$ cat src/rtl/alu_result_display.sv
// ALU result display: double-buffered {carry, result} capture driving a 4-digit
// multiplexed hex 7-segment display, with carry shown on the digit-0 decimal point.
module alu_result_display #(
  parameter int REFRESH_DIV = 100000,
  parameter int SEG_ACT_LOW = 1
) (
  input  logic        clk,
  input  logic        rst_n,
  input  logic        load,
  input  logic [15:0] result,
  input  logic        carry_out,
  input  logic        blank_lead,
  output logic [6:0]  seg,
  output logic        dp,
  output logic [3:0]  an,
  output logic [16:0] disp_value
);

  localparam int                DIV_W    = $clog2(REFRESH_DIV);
  localparam logic [DIV_W-1:0]  DIV_LAST = DIV_W'(REFRESH_DIV - 1);
  localparam logic              POL_LOW  = (SEG_ACT_LOW != 0);
  localparam logic [3:0]        AN_OFF   = POL_LOW ? 4'hF : 4'h0;
  localparam logic [6:0]        SEG_OFF  = POL_LOW ? 7'h7F : 7'h00;
  localparam logic              DP_OFF   = POL_LOW;

  logic [DIV_W-1:0] r_div;
  logic [1:0]       r_digit;
  logic [16:0]      r_stage;
  logic             r_pending;
  logic [16:0]      r_disp;
  logic [3:0]       r_an;
  logic [6:0]       r_seg;
  logic             r_dp;

  logic             w_div_last;
  logic             w_frame_end;
  logic [3:0]       w_nib;
  logic             w_lead_zero;
  logic [6:0]       w_seg_al;
  logic [3:0]       w_an_al;
  logic             w_dp_al;

  // Glyphs are held in active-low gfedcba form; polarity is applied at the output register.
  function automatic logic [6:0] hex_glyph(input logic [3:0] nib);
    case (nib)
      4'h0:    hex_glyph = 7'b1000000;
      4'h1:    hex_glyph = 7'b1111001;
      4'h2:    hex_glyph = 7'b0100100;
      4'h3:    hex_glyph = 7'b0110000;
      4'h4:    hex_glyph = 7'b0011001;
      4'h5:    hex_glyph = 7'b0010010;
      4'h6:    hex_glyph = 7'b0000010;
      4'h7:    hex_glyph = 7'b1111000;
      4'h8:    hex_glyph = 7'b0000000;
      4'h9:    hex_glyph = 7'b0010000;
      4'hA:    hex_glyph = 7'b0001000;
      4'hB:    hex_glyph = 7'b0000011;
      4'hC:    hex_glyph = 7'b1000110;
      4'hD:    hex_glyph = 7'b0100001;
      4'hE:    hex_glyph = 7'b0000110;
      default: hex_glyph = 7'b0001110;
    endcase
  endfunction

  assign w_div_last  = (r_div == DIV_LAST);
  assign w_frame_end = w_div_last && (r_digit == 2'd3);

  always_comb begin
    w_nib       = 4'h0;
    w_lead_zero = 1'b0;
    case (r_digit)
      2'd0: w_nib = r_disp[3:0];
      2'd1: begin
        w_nib       = r_disp[7:4];
        w_lead_zero = (r_disp[15:4] == 12'h000);
      end
      2'd2: begin
        w_nib       = r_disp[11:8];
        w_lead_zero = (r_disp[15:8] == 8'h00);
      end
      default: begin
        w_nib       = r_disp[15:12];
        w_lead_zero = (r_disp[15:12] == 4'h0);
      end
    endcase
  end

  assign w_seg_al = (blank_lead && w_lead_zero) ? 7'h7F : hex_glyph(w_nib);
  assign w_an_al  = ~(4'b0001 << r_digit);
  assign w_dp_al  = ~((r_digit == 2'd0) && r_disp[16]);

  // Scan divider, staging and frame-boundary commit
  always_ff @(posedge clk or negedge rst_n) begin
    if (!rst_n) begin
      r_div     <= '0;
      r_digit   <= 2'd0;
      r_stage   <= 17'd0;
      r_pending <= 1'b0;
      r_disp    <= 17'd0;
    end else begin
      r_div <= w_div_last ? '0 : r_div + 1'b1;
      if (w_div_last)
        r_digit <= r_digit + 2'd1;
      if (load)
        r_stage <= {carry_out, result};
      // A load on the commit cycle keeps pending set so the new value lands next frame.
      if (w_frame_end && r_pending)
        r_disp <= r_stage;
      if (load)
        r_pending <= 1'b1;
      else if (w_frame_end)
        r_pending <= 1'b0;
    end
  end

  // Output register: an, seg and dp all change on the same edge
  always_ff @(posedge clk or negedge rst_n) begin
    if (!rst_n) begin
      r_an  <= AN_OFF;
      r_seg <= SEG_OFF;
      r_dp  <= DP_OFF;
    end else begin
      r_an  <= POL_LOW ? w_an_al  : ~w_an_al;
      r_seg <= POL_LOW ? w_seg_al : ~w_seg_al;
      r_dp  <= POL_LOW ? w_dp_al  : ~w_dp_al;
    end
  end

  assign an         = r_an;
  assign seg        = r_seg;
  assign dp         = r_dp;
  assign disp_value = r_disp;

endmodule

$ cat config.mk
export PLATFORM = sky130hd
export DESIGN_NAME = alu_result_display
export DESIGN_NICKNAME = d
export VERILOG_FILES = /design/src/rtl/alu_result_display.sv
export SDC_FILE = /design/constraint.sdc
export NUM_CORES = 1
export LEC_CHECK = 0
export CORE_UTILIZATION = 55
export DETAILED_ROUTE_END_ITERATION = 8
export DONT_BUFFER_PORTS = 1
export PLACE_DENSITY_LB_ADDON = 0.15
export SETUP_SLACK_MARGIN = 0.05
export SYNTH_ARGS = -nofsm -noshare
export SYNTH_HDL_FRONTEND = slang
export SYNTH_SLANG_ARGS = --single-unit
export TNS_END_PERCENT = 30
$ cat constraint.sdc
create_clock -name clk -period 2.1 [get_ports clk]
set_clock_uncertainty 0.1 [all_clocks]
set_input_delay 0.315 -clock clk [delete_from_list [all_inputs] [get_ports clk]]
set_output_delay 0.315 -clock clk [all_outputs]
set_load 0.1 [all_outputs]
Word-level counts from Yosys, hierarchy flattened
Memories as Yosys holds them, arrays and structs flattened.
Index checks and enable logic that the tools add are counted.
{ "word_totals": {"mem_bits_ro": 112, "mem_count": 1, "wordCells": 33, "inputBits": 21, "out_inout_bits": 29, "regBits": 66} }
{ "classes": {"shift": 1, "reduce_logical": 9, "bitwise": 2, "eq_ne": 4, "add_sub_neg": 2, "mux": 6} }
{ "memory_table": {"columns": ["name", "words", "word_bits", "read_ports", "rd_ports_with_merged_regs", "wr", "line", "rtl"], "rows": [
  ["(no name shown)", 16, 7, 1, 0, 0, "45", "case (nib)"]
]} }
{ "op_table": {"columns": ["operator", "count"], "rows": [
  ["adder 17 x 1 -> 17 bit (second input constant)", 1],
  ["== test 17 bit (second input constant)", 1],
  ["2-to-1 mux 17 bit", 1],
  ["logical NOT 12 bit", 1],
  ["case mux 4 bit (3 select lines)", 1],
  ["logical NOT 8 bit", 1],
  ["2-to-1 mux 7 bit", 1],
  ["== test 2 bit (second input constant)", 2],
  ["logical AND 1 bit", 4],
  ["logical NOT 4 bit", 1],
  ["NOT 4 bit", 1],
  ["<< shifter 1 x 2 -> 4 bit (first input constant)", 1],
  ["case mux 1 bit (3 select lines)", 1],
  ["adder 2 x 1 -> 2 bit (second input constant)", 1],
  ["== test 2 x 1 -> 1 bit (second input constant)", 1],
  ["logical NOT 2 bit", 1],
  ["2-to-1 mux 1 bit", 2],
  ["nonzero test 2 bit", 1],
  ["NOT 1 bit", 1]
]} }

Depth between registers and ports, before layout
{ "logic_depth": {"ltp_word": 4, "ltp_mapped": 10, "mapped_depth_nobuf": 10} }

Worst setup path after synthesis
Ideal clock, no wire load.
{ "synth_timing": {"path_kind": "register to register", "start": "register r_disp[4], in the netlist disp_value[4]", "end": "register r_seg[3], in the netlist seg[3]", "synth_period_minus_slack_ps": 2496, "setup_slack_ps": -396, "n_path_buf": 0, "setup_time_ps": 79, "arrival_time_ps": 2318, "required_time_ps": 1921, "stages_incl_launch_ff": 8, "cell_sequence": "dfrtp_1 a222oi_1 a21oi_1 inv_1 ha_1 a211oi_1 a211oi_1 o21ai_0"} }
{ "synth_between": {"elab_chain_len": 4, "word_cells_on_any_way": 6, "cone_classes": "mux (3); reduce/logical (2); memory (1)"} }
{ "synth_lines": {"columns": ["item", "line", "rtl"], "rows": [
  ["start, declared", "30", "logic [16:0] r_disp;"],
  ["start signal, assigned", "108", "r_disp <= r_stage;"],
  ["parallel branches: the longest is 3 deep, another holds memory read (16 x 7 bit)", null, null],
  ["2-to-1 mux 7 bit *", "88", "assign w_seg_al = (blank_lead && w_lead_zero) ? 7'h7F : hex_glyph(w_nib);"],
  ["via w_seg_al[3]", "39", "logic [6:0] w_seg_al;"],
  ["end signal, assigned", "124", "r_seg <= POL_LOW ? w_seg_al : ~w_seg_al;"],
  ["end, declared", "32", "logic [6:0] r_seg;"]
]} }
Mark *: on every way through the listed nets, which the timed path passes.
A chain may end at the register's enable or synchronous reset.

Worst setup path after layout
{ "layout_timing": {"start": "register r_div[8]", "end": "register r_disp[6], in the netlist disp_value[6]"} }
{ "layout_between": {"elab_chain_len": 3} }
{ "layout_lines": {"columns": ["item", "line", "rtl"], "rows": [
  ["start, declared", "26", "logic [DIV_W-1:0] r_div;"],
  ["start signal, assigned", "101", "r_div <= w_div_last ? '0 : r_div + 1'b1;"],
  ["== test 17 bit", "65", "assign w_div_last = (r_div == DIV_LAST);"],
  ["logical AND 1 bit", "66", "assign w_frame_end = w_div_last && (r_digit == 2'd3);"],
  ["logical AND 1 bit", "107", "if (w_frame_end && r_pending)"]
]} }
No other way between the ends.

==> run_results.csv <==
group,metric,value,unit
outcome,status,"finished with violations",
outcome,violations,"setup timing",
critical_path,crit_required,2220,ps
critical_path,r2r_slack,-70,ps
finish,layout_common_cells,"buf_4, dfrtp_1, mux2_2",
pwr,leakage,0.00179,µW
clocking,clkTransAtPathRegs,70,ps
sta,hold_violations,0,
synth,netlist_area,3070,µm²
sta,drv_slew,0,
die,start_util,58.6,%
sta,setup_viol,18,
synth,ys_seq_elements,66,
global_routing,grt-busiest-layer,"met2",
worst_hold_path,min_to,"r_stage[11]$_DFFE_PN0P_",
finish,n_antenna_cell,0,
sta,post-route-min-period,2170,ps
die,ios,50,
clocking,cts_tree,"built",
global_routing,grt_max_degree,67,
synth,synth_area_per_cell,12.9,µm²
critical_path,critPathKind,"reg2reg",
global_routing,grt_pass1_wl,10.4,mm
die,die_h,76.7,µm
routing,viasPerCell,5.61,
finish,final_nets,343,
die,rows,26,
critical_path,cp-end-kind,"flop",
routing,wl_per_cell,17.0,µm
clocking,htreeDepth,3,
die,die_w,76.7,µm
routing,drt_drc_violations_left,0,
routing,drt-initial-drc-count,98,
global_routing,met3_usage,5.60,%
critical_path,critPathMaxFanout,10,
critical_path,cp-start-kind,"flop",
synth,synth_cell_types,41,
sta,rsz0062_at_grt,"yes",
job,maxCapViolations,0,
routing,vias,2159,
routing,totalWireLength,6.56,mm
critical_path,worstPathArrival,2300,ps
die,dieArea,5880,µm²
synth,synth_nets,270,
worst_hold_path,worstHoldPathCells,1,
pwr,ir_worst_vdd,0.000568,V
clocking,clock_latency,350,ps
global_routing,grt.met1_usage,31.3,%
pwr,power_density,620,nW/µm²
synth,syn_inst,237,
critical_path,crit_path_start,"r_div[8]$_DFF_PN0_",
global_routing,grt_overflow,0,
placed_design,gp_congestion,0.834,
sta,fmax,460,MHz
global_routing,grt_pass1_vias,2176,
routing,first_pass_iters,4,
clocking,cts_inserted_buffers,9,
sta,finalSetupTns,-815,ps
placed_design,hpwlAfterDp,4.20,mm
sta,worstMarginPinSlew,938,ps
finish,drive_gt1_share,52.4,%
finish,fin_util,78.8,%
critical_path,rr_startpoint,"r_div[8]$_DFF_PN0_",
finish,syn2layout_area_growth,34.6,%
sta,slew_headroom,37.4,%
placed_design,port_buffers,0,
clocking,root_buffer,"clkbuf_8",
clocking,cts_sinks,66,
clocking,clock_path_buffers,2,
global_routing,antenna_found_initial,0,
synth,seq_area_frac_synth,54.3,%
synth,ys_warn_count,0,
critical_path,r2r-end,"disp_value[6]$_DFFE_PN0P_",
finish,mostFrequentLayoutCell,"buf_4",
critical_path,rr_worst_depth,5,
die,core_area,5240,µm²
sta,fin_crit_sh,103,%
worst_hold_path,hold_start,"result[11]",
sta,fin_ws,-72.2,ps
routing,antenna_left,0,
worst_hold_path,hp-class,"in2reg",
pwr,power.total,2560,µW
global_routing,gr-usage-met2,36.0,%
global_routing,grt.total_usage,23.6,%
state kept, by name, indices dropped and copies added (netlist names):
name	count
r_digit	2
seg	7
r_pending	1
r_div	17
disp_value	17
an	4
dp	1
r_stage	17
worst max-delay path, cell delays in order, from the launching register on:
cell	delay, ps
dfrtp_1	380
or4b_1	510
or4_4	470
nor2_8	130
buf_12	160
mux2_4	300
how the worst max path moves through the flow:
stage                                            end  slack, ps  depth (start not counted)
after floorplan           disp_value[10]$_DFFE_PN0P_       -160                          6
after global placement     disp_value[2]$_DFFE_PN0P_       -120                          5
after detailed placement   disp_value[3]$_DFFE_PN0P_       -160                          5
after CTS                  disp_value[3]$_DFFE_PN0P_        -90                          5
after global routing       disp_value[6]$_DFFE_PN0P_       -150                          5
final                      disp_value[6]$_DFFE_PN0P_        -70                          5
cell type report:
class,count,area (µm²)
clock buffer,11,131
timing repair buffer,69,604
sequential,66,1690
fill,304,1110
clock inverter,5,81.3
inverter,12,45.0
tap,70,87.6
multi-input combinational,152,1490
power breakdown:
group	internal (µW)	switching, µW	leakage, µW	total, µW
logic	52.9	36.8	0.000896	89.7
registers	1300	18.4	0.000794	1320
clock network	669	476	0.000104	1150
total	2030	531	0.00179	2560
per-stage QoR:
step	hold slack [ps]	instance area, µm²	worst slack [ps]	std cells
after detailed placement	-79.4	3550	-162	350
after global routing	1.11	4130	-151	385
after global placement	-79.4	3550	-124	350
after floorplan	-80.6	3120	-155	237
final	18.2	4130	-72.2	385
after CTS	0.250	3930	-86.2	377
kinds of logic after synthesis:
logic type	after synthesis	share of synthesized area [%]
AO/OA/AOI/OAI	35	8.40
XOR/XNOR	14	4.00
adder cells (fa/ha/maj)	12	4.90
buffers and inverters	19	3.10
flip-flops	66	54.3
multiplexers	38	15.1
AND/OR/NAND/NOR	53	10.2
routing by layer:
metal,vias up,part of all wire (%)
met5,-,0
met4,0,2.3
met3,14,4.1
met2,61,50
met1,1074,44
li1,1010,-
Yosys cell counts, drive strengths merged:
| cell type | count | area, µm² |
|---|---|---|
| dfrtp | 54 | 1350 |
| mux2 | 36 | 443 |
| dfstp | 12 | 315 |
| ha | 12 | 150 |
| inv | 12 | 45.0 |
| xnor2 | 11 | 96.3 |
| nand2 | 10 | 37.5 |
| nor2 | 9 | 50.1 |
| nand3 | 8 | 40.0 |
| a21oi | 7 | 35.0 |
| clkbuf | 5 | 18.8 |
| a211oi | 4 | 30.0 |
| nand4 | 4 | 25.0 |
| nor3 | 4 | 20.0 |
| or4 | 4 | 30.0 |
| a222oi | 3 | 30.0 |
| a22oi | 3 | 22.5 |
| and4 | 3 | 26.3 |
| nor2b | 3 | 18.8 |
| o211ai | 3 | 22.5 |
| o221ai | 3 | 26.3 |
| xor2 | 3 | 26.3 |
| a211o | 2 | 17.5 |
| a21o | 2 | 15.0 |
| buf | 2 | 31.3 |
| mux2i | 2 | 20.0 |
| nand4bb | 2 | 22.5 |
| nor4 | 2 | 12.5 |
| o21ai | 2 | 10.0 |
| o31ai | 2 | 15.0 |
| and2 | 1 | 6.26 |
| nand2b | 1 | 6.26 |
| o211a | 1 | 10.0 |
| o22ai | 1 | 6.26 |
| o2bb2ai | 1 | 8.76 |
| o311ai | 1 | 8.76 |
| or3 | 1 | 6.26 |
| or4b | 1 | 10.0 |
timing repair:
action	in CTS	in global routing
setup buffers	1	5
setup endpoints to repair	25	26
pin swaps	7	12
endpoints found under the hold margin	74	2
hold buffers	10	3
gates cloned	0	0
gates resized for setup	14	32
No activity file was read; power rests on OpenSTA's default activity.
